## src/rtl/operand_stager_pkg.sv

```systemverilog
// Shared definitions for the operand stager: FSM encoding, counter sizing and
// flat-bus lane addressing.
package operand_stager_pkg;

  typedef enum logic [1:0] {
    ST_IDLE = 2'd0,
    ST_LOAD = 2'd1,
    ST_XFER = 2'd2
  } state_t;

  // Counter width that stays at least one bit for degenerate sizes.
  function automatic int cnt_w(input int v);
    return (v > 1) ? $clog2(v) : 1;
  endfunction

  // Bit offset of a lane inside a flat N*w bus.
  function automatic int lane_lsb(input int lane, input int w);
    return lane * w;
  endfunction

endpackage

```

## src/rtl/operand_bank.sv

```systemverilog
// Single-port word bank for one lane; data_out is registered and holds its
// value whenever rd_en is low.
module operand_bank
  import operand_stager_pkg::*;
#(
  parameter int D_W = 8,
  parameter int K   = 8,
  parameter int AW  = cnt_w(K)
) (
  input  logic           clk,
  input  logic           wr_en,
  input  logic           rd_en,
  input  logic [AW-1:0]  addr,
  input  logic [D_W-1:0] data_in,
  output logic [D_W-1:0] data_out
);

  logic [D_W-1:0] mem [K];

  always_ff @(posedge clk) begin
    if (wr_en) mem[addr] <= data_in;
    if (rd_en) data_out <= mem[addr];
  end

endmodule

```

## src/rtl/operand_stager.sv

```systemverilog
// Serial X/Y operand loader into per-lane banks, and a diagonally skewed
// replay of those banks toward the systolic array edges.
module operand_stager
  import operand_stager_pkg::*;
#(
  parameter int D_W = 8,
  parameter int N   = 2,
  parameter int K   = 8
) (
  input  logic             clk,
  input  logic             rst,
  input  logic             ser_x,
  input  logic             ser_y,
  input  logic             ser_valid,
  input  logic             load_start,
  input  logic             xfer_start,
  output logic             busy,
  output logic             loaded,
  output logic             load_done,
  output logic             xfer_done,
  output logic             err,
  output logic [N*D_W-1:0] out_x_flat,
  output logic [N*D_W-1:0] out_y_flat,
  output logic [N-1:0]     out_valid
);

  localparam int NK = N * K;
  localparam int BW = cnt_w(D_W);
  localparam int WW = cnt_w(K);
  localparam int LW = cnt_w(N);
  localparam int SW = cnt_w(N + K);
  localparam int CW = cnt_w(NK + 1);

  state_t state_reg, state_next;

  logic [BW-1:0]  bit_cnt_reg;
  logic [WW-1:0]  word_cnt_reg;
  logic [LW-1:0]  lane_cnt_reg;
  logic [CW-1:0]  cap_cnt_reg;
  logic [SW-1:0]  step_reg;
  logic [D_W-1:0] shift_x_reg, shift_y_reg;
  logic [D_W-1:0] word_x_reg, word_y_reg;
  logic           wr_pend_reg;
  logic           loaded_reg;
  logic           load_done_reg;
  logic           xfer_done_reg;
  logic           err_reg;
  logic [N-1:0]   valid_reg;

  logic           load_go, xfer_go, take_bit, word_full, last_write, xfer_last, cmd_err;
  logic [D_W-1:0] x_in, y_in, shifted_x, shifted_y;
  logic           lead_en;
  logic [WW-1:0]  lead_addr;
  logic [N-1:0]   lane_en;
  logic [WW-1:0]  lane_addr [N];

  assign load_go    = (state_reg == ST_IDLE) && load_start;
  assign xfer_go    = (state_reg == ST_IDLE) && xfer_start && !load_start && loaded_reg;
  // Once every word has been captured, further serial bits are dropped.
  assign take_bit   = (state_reg == ST_LOAD) && ser_valid && (cap_cnt_reg != CW'(NK));
  assign word_full  = take_bit && (bit_cnt_reg == BW'(D_W - 1));
  assign last_write = wr_pend_reg && (lane_cnt_reg == LW'(N - 1)) && (word_cnt_reg == WW'(K - 1));
  assign xfer_last  = (state_reg == ST_XFER) && (step_reg == SW'(N + K - 1));
  assign cmd_err    = (state_reg == ST_IDLE) ? (xfer_start && (load_start || !loaded_reg))
                                             : (load_start || xfer_start);

  always_comb begin
    x_in = '0;
    y_in = '0;
    x_in[D_W-1] = ser_x;
    y_in[D_W-1] = ser_y;
    shifted_x = (shift_x_reg >> 1) | x_in;
    shifted_y = (shift_y_reg >> 1) | y_in;
  end

  always_ff @(posedge clk) begin
    if (rst) state_reg <= ST_IDLE;
    else     state_reg <= state_next;
  end

  always_comb begin
    state_next = state_reg;
    case (state_reg)
      ST_IDLE: begin
        if (load_start)   state_next = ST_LOAD;
        else if (xfer_go) state_next = ST_XFER;
      end
      ST_LOAD: if (last_write) state_next = ST_IDLE;
      ST_XFER: if (xfer_last)  state_next = ST_IDLE;
      default: state_next = ST_IDLE;
    endcase
  end

  always_comb begin
    busy      = (state_reg != ST_IDLE);
    lead_en   = (state_reg == ST_XFER) && (step_reg < SW'(K));
    lead_addr = WW'(step_reg);
  end

  always_ff @(posedge clk) begin
    if (rst) begin
      bit_cnt_reg  <= '0;
      word_cnt_reg <= '0;
      lane_cnt_reg <= '0;
      cap_cnt_reg  <= '0;
      shift_x_reg  <= '0;
      shift_y_reg  <= '0;
      word_x_reg   <= '0;
      word_y_reg   <= '0;
      wr_pend_reg  <= 1'b0;
    end else if (load_go) begin
      bit_cnt_reg  <= '0;
      word_cnt_reg <= '0;
      lane_cnt_reg <= '0;
      cap_cnt_reg  <= '0;
      wr_pend_reg  <= 1'b0;
    end else begin
      if (take_bit) begin
        shift_x_reg <= shifted_x;
        shift_y_reg <= shifted_y;
        bit_cnt_reg <= word_full ? '0 : bit_cnt_reg + 1'b1;
      end
      // Completed words are parked so the next word can start shifting at once.
      if (word_full) begin
        word_x_reg  <= shifted_x;
        word_y_reg  <= shifted_y;
        cap_cnt_reg <= cap_cnt_reg + 1'b1;
      end
      wr_pend_reg <= word_full;
      if (wr_pend_reg) begin
        if (word_cnt_reg == WW'(K - 1)) begin
          word_cnt_reg <= '0;
          lane_cnt_reg <= (lane_cnt_reg == LW'(N - 1)) ? '0 : lane_cnt_reg + 1'b1;
        end else begin
          word_cnt_reg <= word_cnt_reg + 1'b1;
        end
      end
    end
  end

  always_ff @(posedge clk) begin
    if (rst) begin
      loaded_reg    <= 1'b0;
      load_done_reg <= 1'b0;
      xfer_done_reg <= 1'b0;
      err_reg       <= 1'b0;
      step_reg      <= '0;
      valid_reg     <= '0;
    end else begin
      if (load_go)         loaded_reg <= 1'b0;
      else if (last_write) loaded_reg <= 1'b1;
      load_done_reg <= last_write;
      xfer_done_reg <= xfer_last;
      err_reg       <= cmd_err;
      step_reg      <= ((state_reg == ST_XFER) && !xfer_last) ? step_reg + 1'b1 : '0;
      valid_reg     <= lane_en;
    end
  end

  generate
    for (genvar gi = 0; gi < N; gi++) begin : g_lane
      logic           bank_wr;
      logic [WW-1:0]  bank_addr;
      logic [D_W-1:0] rd_x, rd_y;

      // Lane 0 is driven by the step counter; every later lane replays the
      // previous lane's read request one cycle late.
      if (gi == 0) begin : g_lead
        assign lane_en[gi]   = lead_en;
        assign lane_addr[gi] = lead_addr;
      end else begin : g_skew
        logic          en_reg;
        logic [WW-1:0] addr_reg;
        always_ff @(posedge clk) begin
          if (rst) begin
            en_reg   <= 1'b0;
            addr_reg <= '0;
          end else begin
            en_reg   <= lane_en[gi-1];
            addr_reg <= lane_addr[gi-1];
          end
        end
        assign lane_en[gi]   = en_reg;
        assign lane_addr[gi] = addr_reg;
      end

      assign bank_wr   = wr_pend_reg && (lane_cnt_reg == LW'(gi));
      assign bank_addr = bank_wr ? word_cnt_reg : lane_addr[gi];

      operand_bank #(.D_W(D_W), .K(K), .AW(WW)) u_bank_x (
        .clk      (clk),
        .wr_en    (bank_wr),
        .rd_en    (lane_en[gi]),
        .addr     (bank_addr),
        .data_in  (word_x_reg),
        .data_out (rd_x)
      );

      operand_bank #(.D_W(D_W), .K(K), .AW(WW)) u_bank_y (
        .clk      (clk),
        .wr_en    (bank_wr),
        .rd_en    (lane_en[gi]),
        .addr     (bank_addr),
        .data_in  (word_y_reg),
        .data_out (rd_y)
      );

      assign out_x_flat[lane_lsb(gi, D_W) +: D_W] = valid_reg[gi] ? rd_x : '0;
      assign out_y_flat[lane_lsb(gi, D_W) +: D_W] = valid_reg[gi] ? rd_y : '0;
    end
  endgenerate

  assign loaded    = loaded_reg;
  assign load_done = load_done_reg;
  assign xfer_done = xfer_done_reg;
  assign err       = err_reg;
  assign out_valid = valid_reg;

endmodule
```

## config.mk

```make
export PLATFORM = sky130hd
export DESIGN_NAME = operand_stager
export DESIGN_NICKNAME = d
export VERILOG_FILES = /design/src/rtl/operand_stager_pkg.sv /design/src/rtl/operand_bank.sv /design/src/rtl/operand_stager.sv
export SDC_FILE = /design/constraint.sdc
export NUM_CORES = 1
export LEC_CHECK = 0
export BUFFER_PORTS_ARGS = -buffer_cell sky130_fd_sc_hd__buf_2
export CAP_MARGIN = 10
export CORE_UTILIZATION = 53
export DETAILED_ROUTE_END_ITERATION = 10
export PLACE_DENSITY = 0.76
export SYNTH_ARGS = -nofsm -noshare
export SYNTH_HDL_FRONTEND = slang
export SYNTH_SLANG_ARGS = --single-unit
```

## constraint.sdc

```tcl
create_clock -name clk -period 3.1 [get_ports clk]
set_input_delay 0.465 -clock clk [delete_from_list [all_inputs] [get_ports clk]]
set_output_delay 0.465 -clock clk [all_outputs]
set_load 0.01 [all_outputs]
```

# Yosys cells after proc, flatten, opt, wreduce, memory -nomap -nowiden
# Memories as Yosys holds them, arrays and structs flattened. A register that Yosys moved wholly into a read port is not among the register bits.
# Cells that the tools add are included.
[word_totals] out_inout_bits=39 mem_bits_rw=256 memories=4 register_bits=61 elab_cells=88 inputBits=7
[mem_list] memory="g_lane[0].u_bank_x.mem" words=8 word_bits=8 read_ports=1 rd_clocked_by_memory_dff=1 write_ports=1 line="operand_bank.sv:18" source="logic [D_W-1:0] mem [K];"
[mem_list] memory="g_lane[0].u_bank_y.mem" words=8 word_bits=8 read_ports=1 rd_clocked_by_memory_dff=1 write_ports=1 line="operand_bank.sv:18"
[mem_list] memory="g_lane[1].u_bank_x.mem" words=8 word_bits=8 read_ports=1 rd_clocked_by_memory_dff=1 write_ports=1 line="operand_bank.sv:18"
[mem_list] memory="g_lane[1].u_bank_y.mem" words=8 word_bits=8 read_ports=1 rd_clocked_by_memory_dff=1 write_ports=1 line="operand_bank.sv:18"
[op_classes] n_eq_ne=9 reduce_logical=27 order_cmp=1 add_sub_neg=5 n_mux=19 n_bitwise=5
[ops] op="8-bit 2-to-1 mux" count=4
[ops] op="7-bit by 8-bit OR with 8-bit output" count=2
[ops] op="1-bit logical AND" count=14
[ops] op="3-bit 2-to-1 mux" count=4
[ops] op="2-bit 2-to-1 mux" count=4
[ops] op="3-bit by 1-bit adder with 3-bit output (second input constant)" count=2
[ops] op="3-bit equality test (second input constant)" count=2
[ops] op="1-bit 2-to-1 mux" count=6
[ops] op="2-bit case mux with 3 select lines" count=1
[ops] op="2-bit AND reduction" count=3
[ops] op="5-bit by 1-bit adder with 5-bit output (second input constant)" count=1
[ops] op="5-bit inequality test (second input constant)" count=1
[ops] op="4-bit by 1-bit adder with 4-bit output (second input constant)" count=1
[ops] op="4-bit equality test (second input constant)" count=1
[ops] op="4-bit less-than comparator (second input constant)" count=1
[ops] op="2-bit inequality test (second input constant)" count=2
[ops] op="2-bit OR reduction" count=2
[ops] op="1-bit logical NOT" count=3
[ops] op="3-bit inequality test (second input constant)" count=1
[ops] op="1-bit NOT" count=3
[ops] op="3-bit AND reduction" count=1
[ops] op="2-bit by 1-bit equality test with 1-bit output (second input constant)" count=1
[ops] op="2-bit equality test (second input constant)" count=1
[ops] op="2-bit logical NOT" count=1
[ops] op="3 further kinds" count=4

# Logic depth before layout (Yosys ltp)
[logic_depth] depth_word=7 depth_mapped=8 ltp_nobuf=6

# Hierarchy
# From an unflattened synthesis, not the netlist that was laid out.
[unflattened] cells_unflattened=821 area_unflattened_um2=13843.3
[by_module_without_submodules] mod="operand_bank" area_each_um2=2795.2 cells_each=129 seq_area_each_um2=2162.1 n_inst=4
[by_module_without_submodules] mod="operand_stager" area_each_um2=2662.6 cells_each=305 seq_area_each_um2=1161.1 n_inst=1

# Worst setup path after synthesis
# Ideal clock, no wire load.
[synth_path] path_kind="register -> register" start="register lane_cnt_reg" end="memory g_lane[0].u_bank_x.mem[0][0] (enable)" setup_time_ns=0.409 n_path_buf=4 t_arrival_ns=2.418 period_less_slack_ns=2.827 required_ns=2.691 stages_incl_launch_ff=9 slack_ns=0.273 cell_sequence="dfxtp_1 -> buf_6 -> nand2b_1 -> buf_2 -> buf_4 -> o21ai_0 -> o21ai_2 -> buf_2 -> nor3_1"
[synth_via] elab_chain_len=4 elab_cells_between_ends=5 cone_classes="3 x mux; 1 x bitwise; 1 x reduce/logical"
[synth_rtl] item="from (decl)" line="operand_stager.sv:38" source="logic [LW-1:0] lane_cnt_reg;"
[synth_rtl] item="from (signal assigned)" line="operand_stager.sv:133" source="lane_cnt_reg <= (lane_cnt_reg == LW'(N - 1)) ? '0 : lane_cnt_reg + 1'b1;"
[synth_rtl] item="1-bit NOT (*)" line="operand_stager.sv:187" source="assign bank_wr = wr_pend_reg && (lane_cnt_reg == LW'(gi));"
[synth_rtl] item="1-bit logical AND (*)" line="operand_stager.sv:187"
[synth_rtl] item="1-bit 2-to-1 mux" line="operand_bank.sv:21" source="if (wr_en) mem[addr] <= data_in;"
[synth_rtl] item="1-bit 2-to-1 mux (implied by the code)" line="operand_bank.sv:21"
[synth_rtl] item="to (decl)" line="operand_bank.sv:18"
# Mark *: on every way between the ends. The rest lies on a longest branch, timed or not.

# Worst setup path in the final report
[layout_path] start="register wr_pend_reg" end="memory g_lane[0].u_bank_y.mem[4][3] (enable)"
[layout_via] elab_chain_len=3 elab_cells_between_ends=4 cone_classes="3 x mux; 1 x reduce/logical"
[layout_rtl] item="from (decl)" line="operand_stager.sv:43" source="logic wr_pend_reg;"
[layout_rtl] item="from (signal assigned)" line="operand_stager.sv:129" source="wr_pend_reg <= word_full;"
[layout_rtl] item="1-bit logical AND (*)" line="operand_stager.sv:187"
[layout_rtl] item="1-bit 2-to-1 mux" line="operand_bank.sv:21"
[layout_rtl] item="1-bit 2-to-1 mux (implied by the code)" line="operand_bank.sv:21"
[layout_rtl] item="to (decl)" line="operand_bank.sv:18"
# Marked as above.

==> impl_metrics.yaml <==
pwr:
  proportion_of_total_power_due_to_net_switching: 0.189
  p_per_area_nw_per_um2: 546
  p_int_w: 0.00734
  p_leak_nw: 5.84
  power.sequential.fraction: 0.548
  ir_worst_vdd_mv: 0.285
  switching_power_w: 0.00172
  power.clock.fraction: 0.447
  pwr-share-comb: 0.004
worst_setup_path:
  crit_type: "reg2reg"
  setup.worst_path.start: "wr_pend_reg"
  start_kind: "flip-flop"
  worstReg2RegStart: "wr_pend_reg"
  reg2reg_slack_ns: 0.55
  critical_path.endpoint: "g_lane[0].u_bank_y.mem[4][3]"
  crit-reg2reg-capture: "g_lane[0].u_bank_y.mem[4][3]"
  crit_arrival_ns: 2.76
  critPathMaxFanout: 20
  setup.worst_path.end_class: "flip-flop"
  cp.required_ns: 3.31
  length_in_cells_of_the_worst_reg_to_reg_path: 3
floorplanning:
  core.rowCount: 60
  io-pin-count: 46
  initial_utilization: 0.544
  die_w_um: 169
  design.core.area_sq_um: 27200
  dieArea_sq_um: 28600
  floorplan.die.height_um: 169
timing:
  maxSlewHeadroom: 0.231
  timing.final.crit_share: 0.821
  final.setup.tns_ns: 0
  tightest_slew_ns: 1.15
  finalCriticalPeriod_ns: 2.55
  finalMaxSlewViolations: 0
  finalHoldViolations: 0
  finalSetupViolations: 0
  grt_setup_unrepaired: "no"
  timing_limited_maximum_frequency_ghz: 0.393
  worst_clock_skew_ns: 0.0174
place:
  gp_routability_congestion: 0.807
  io_buffers: 45
  detailed_place_hpwl_mm: 20.1
global_route:
  use_met3: 0.0449
  grt_start_max_net_pins: 65
  grt_remaining_overflow: 0
  grt_use_total: 0.242
  grt_util_met2: 0.381
  grt_antenna_before_repair: 0
  met1_demand_to_capacity_share_in_global_routing: 0.339
  grt_first_pass_wirelength_mm: 53.0
  grt_pass1_vias: 9602
  globalRoute.busiestLayer: "met2"
synth:
  synth-seq-area-share: 0.663
  synthesis.nets: 1261
  synth_simple_gate_area_frac: 0.150
  postSynthRegisterBits: 346
  yosys_top_cell_by_area: "sky130_fd_sc_hd__edfxtp_1"
  synth.area.mux_share: 0.0321
  post_synth.cell_area_avg_sq_um: 11.9
  synth-xor-area-share: 0.00414
  netlist.area_leader.share: 0.585
  post_synth_instance_area_sq_um: 14800
  synth_compound_gate_area_share: 0.114
  synth-edff-count: 288
  yosys.area_share.adder: 0.00677
  netlist_instances: 1246
  proportion_of_synthesized_flip_flops_having_asynchronous_set_or_reset: 0
  netlist-cell-type-count: 44
  combinational_family_with_the_most_area_after_synthesis: "simple AND/OR/NAND/NOR gates"
  ys_top_cells_by_area: "sky130_fd_sc_hd__edfxtp_1 (58%), sky130_fd_sc_hd__dfxtp_1 (7.8%), sky130_fd_sc_hd__a21oi_1 (6.1%)"
  ys_warn_count: 0
  synthFlopType: "sky130_fd_sc_hd__edfxtp_1"
flow_run:
  max_cap_viol_count: 0
finish:
  nNetsFinal: 1302
  reg_top3: "g_lane.u_bank_x.mem x128, g_lane.u_bank_y.mem x128"
  number_of_fillers_in_the_final_layout: 2050
  fin_util: 0.611
  drive_above_1_share: 0.132
  area_delta_synth_final_pct: 12.2
  diode_count: 0
drt:
  viasPerCell: 5.96
  drcViolationCount: 0
  ant_nets: 0
  dr.pass1.iters: 5
  route.final.wire_length_mm: 34.2
  initialDrtViolationCount: 1273
  num_vias: 10000
  routedWlPerCell_um: 20.3
cts:
  h_tree_lvls: 2
  cts-root-buf: "sky130_fd_sc_hd__clkbuf_16"
  clk_latency_ns: 0.51
  cts-resized-gates: 0
  numCtsBuffers: 35
  numClockSinks: 346
  cts_setup_buffers: 0
  clock_path_buffers: 3
  cts_hold_buffers: 0
  clkSlewWorstSetupHoldPaths_ns: 0.06
  cts_tree: "yes"
status:
  result_of_the_run: "finished clean"
min_path:
  worstHoldPathType: "in2reg"
through the flow:
step                      hold WS, ns  setup slack [ns]  cell area [sq um]  cells  power, W
after detailed placement        0.448             0.533              15500   1622   0.00511
after CTS                       0.217             0.542              16600   1684   0.00911
after global routing            0.233             0.370              16600   1684   0.00928
after global placement          0.441             0.615              15500   1622   0.00511
after floorplan                 0.431             0.273              14800   1246   0.00510
final                           0.230             0.554              16600   1684   0.00906
critical path, cell delays in order (launching register included):
cell and delay [ns]:
sky130_fd_sc_hd__dfxtp_1 0.74, sky130_fd_sc_hd__nand2b_2 0.49, sky130_fd_sc_hd__nor3b_2 0.72, sky130_fd_sc_hd__buf_4 0.31
per-layer routing:
layer / vias up / share of wire
met5: - / 0
met4: 0 / 0.028
met3: 74 / 0.093
met2: 507 / 0.47
met1: 4858 / 0.41
li1: 4603 / -
cell usage in the layout, fill, tap and decap left out, types with 3 or more instances in the layout:
| cell type | instances |
|---|---|
| sky130_fd_sc_hd__buf_2 | 45 |
| sky130_fd_sc_hd__nand3_1 | 68 |
| sky130_fd_sc_hd__nor2b_1 | 9 |
| sky130_fd_sc_hd__nor3b_2 | 3 |
| sky130_fd_sc_hd__nor3_2 | 6 |
| sky130_fd_sc_hd__buf_4 | 46 |
| sky130_fd_sc_hd__and3_1 | 6 |
| sky130_fd_sc_hd__o21ai_0 | 113 |
| sky130_fd_sc_hd__o2111ai_1 | 16 |
| sky130_fd_sc_hd__nand2b_1 | 97 |
| sky130_fd_sc_hd__mux2i_4 | 4 |
| sky130_fd_sc_hd__clkinv_2 | 9 |
| sky130_fd_sc_hd__nor2_1 | 43 |
| sky130_fd_sc_hd__edfxtp_1 | 288 |
| sky130_fd_sc_hd__clkbuf_1 | 3 |
| sky130_fd_sc_hd__clkbuf_16 | 37 |
| sky130_fd_sc_hd__xor2_1 | 5 |
| sky130_fd_sc_hd__nand2_1 | 135 |
| sky130_fd_sc_hd__inv_1 | 5 |
| sky130_fd_sc_hd__ha_1 | 8 |
| sky130_fd_sc_hd__a21oi_1 | 180 |
| sky130_fd_sc_hd__clkinv_1 | 7 |
| sky130_fd_sc_hd__dfxtp_1 | 56 |
| sky130_fd_sc_hd__or4_1 | 16 |
| sky130_fd_sc_hd__mux2i_1 | 35 |
| sky130_fd_sc_hd__mux2_2 | 3 |
| sky130_fd_sc_hd__nor3_1 | 4 |
| sky130_fd_sc_hd__and2_1 | 33 |
worst min path at each step:
stage | from | to | slack [ns] | depth (start not counted)
6_report | ser_x | word_x_reg[7] | 0.23 | 3
5_1_grt | ser_y | word_y_reg[7] | 0.23 | 3
4_1_cts | ser_y | word_y_reg[7] | 0.22 | 3
3_5_place_dp | shift_y_reg[1] | word_y_reg[0] | 0.45 | 2
3_3_place_gp | shift_x_reg[1] | word_x_reg[0] | 0.44 | 2
2_1_floorplan | shift_x_reg[1] | word_x_reg[0] | 0.43 | 2
cell usage after synthesis, types with 2 or more instances:
library cell	number
sky130_fd_sc_hd__a21oi_1	180
sky130_fd_sc_hd__and2_1	33
sky130_fd_sc_hd__and3_1	6
sky130_fd_sc_hd__and4b_1	2
sky130_fd_sc_hd__buf_1	4
sky130_fd_sc_hd__buf_2	20
sky130_fd_sc_hd__buf_4	4
sky130_fd_sc_hd__buf_6	7
sky130_fd_sc_hd__clkbuf_1	51
sky130_fd_sc_hd__clkbuf_2	2
sky130_fd_sc_hd__dfxtp_1	58
sky130_fd_sc_hd__edfxtp_1	288
sky130_fd_sc_hd__ha_1	8
sky130_fd_sc_hd__inv_1	5
sky130_fd_sc_hd__mux2_2	3
sky130_fd_sc_hd__mux2i_1	35
sky130_fd_sc_hd__mux2i_4	4
sky130_fd_sc_hd__nand2_1	135
sky130_fd_sc_hd__nand2b_1	98
sky130_fd_sc_hd__nand3_1	68
sky130_fd_sc_hd__nand3b_1	2
sky130_fd_sc_hd__nand4_1	2
sky130_fd_sc_hd__nor2_1	43
sky130_fd_sc_hd__nor2b_1	10
sky130_fd_sc_hd__nor3_1	10
sky130_fd_sc_hd__nor3b_1	3
sky130_fd_sc_hd__o2111ai_1	16
sky130_fd_sc_hd__o21ai_0	113
sky130_fd_sc_hd__or4_1	16
sky130_fd_sc_hd__xnor2_1	2
sky130_fd_sc_hd__xor2_1	5
cells by family (layout without fill, tap and decap cells):
group | after synthesis | after routing
flops | 346 | 346
xor+xnor | 7 | 7
compound gates | 317 | 317
buf+inv | 93 | 159
mux | 42 | 42
fa+ha+maj | 8 | 8
simple gates | 433 | 433
layout make-up:
type	instances	area [sq um]	area share
Clock buffer	41	951	0.0573
Clock inverter	21	156	0.00942
Inverter	5	18.8	0.00113
Multi-Input combinational cell	807	4600	0.277
Sequential cell	346	9810	0.591
Tap cell	372	465	0.0280
Timing Repair Buffer	92	591	0.0356
power groups by stage:
stage / Sequential [W] / Clock [W] / Combinational [W]
global route: 0.00497 / 0.00427 / 0.0000441
finish: 0.00497 / 0.00405 / 0.0000405
floorplan: 0.00507 / 0 / 0.0000275
detailed placement: 0.00507 / 0 / 0.0000403
CTS: 0.00497 / 0.00410 / 0.0000408
global placement: 0.00507 / 0 / 0.0000400
Note: power is estimated with default switching activity, not from simulation.
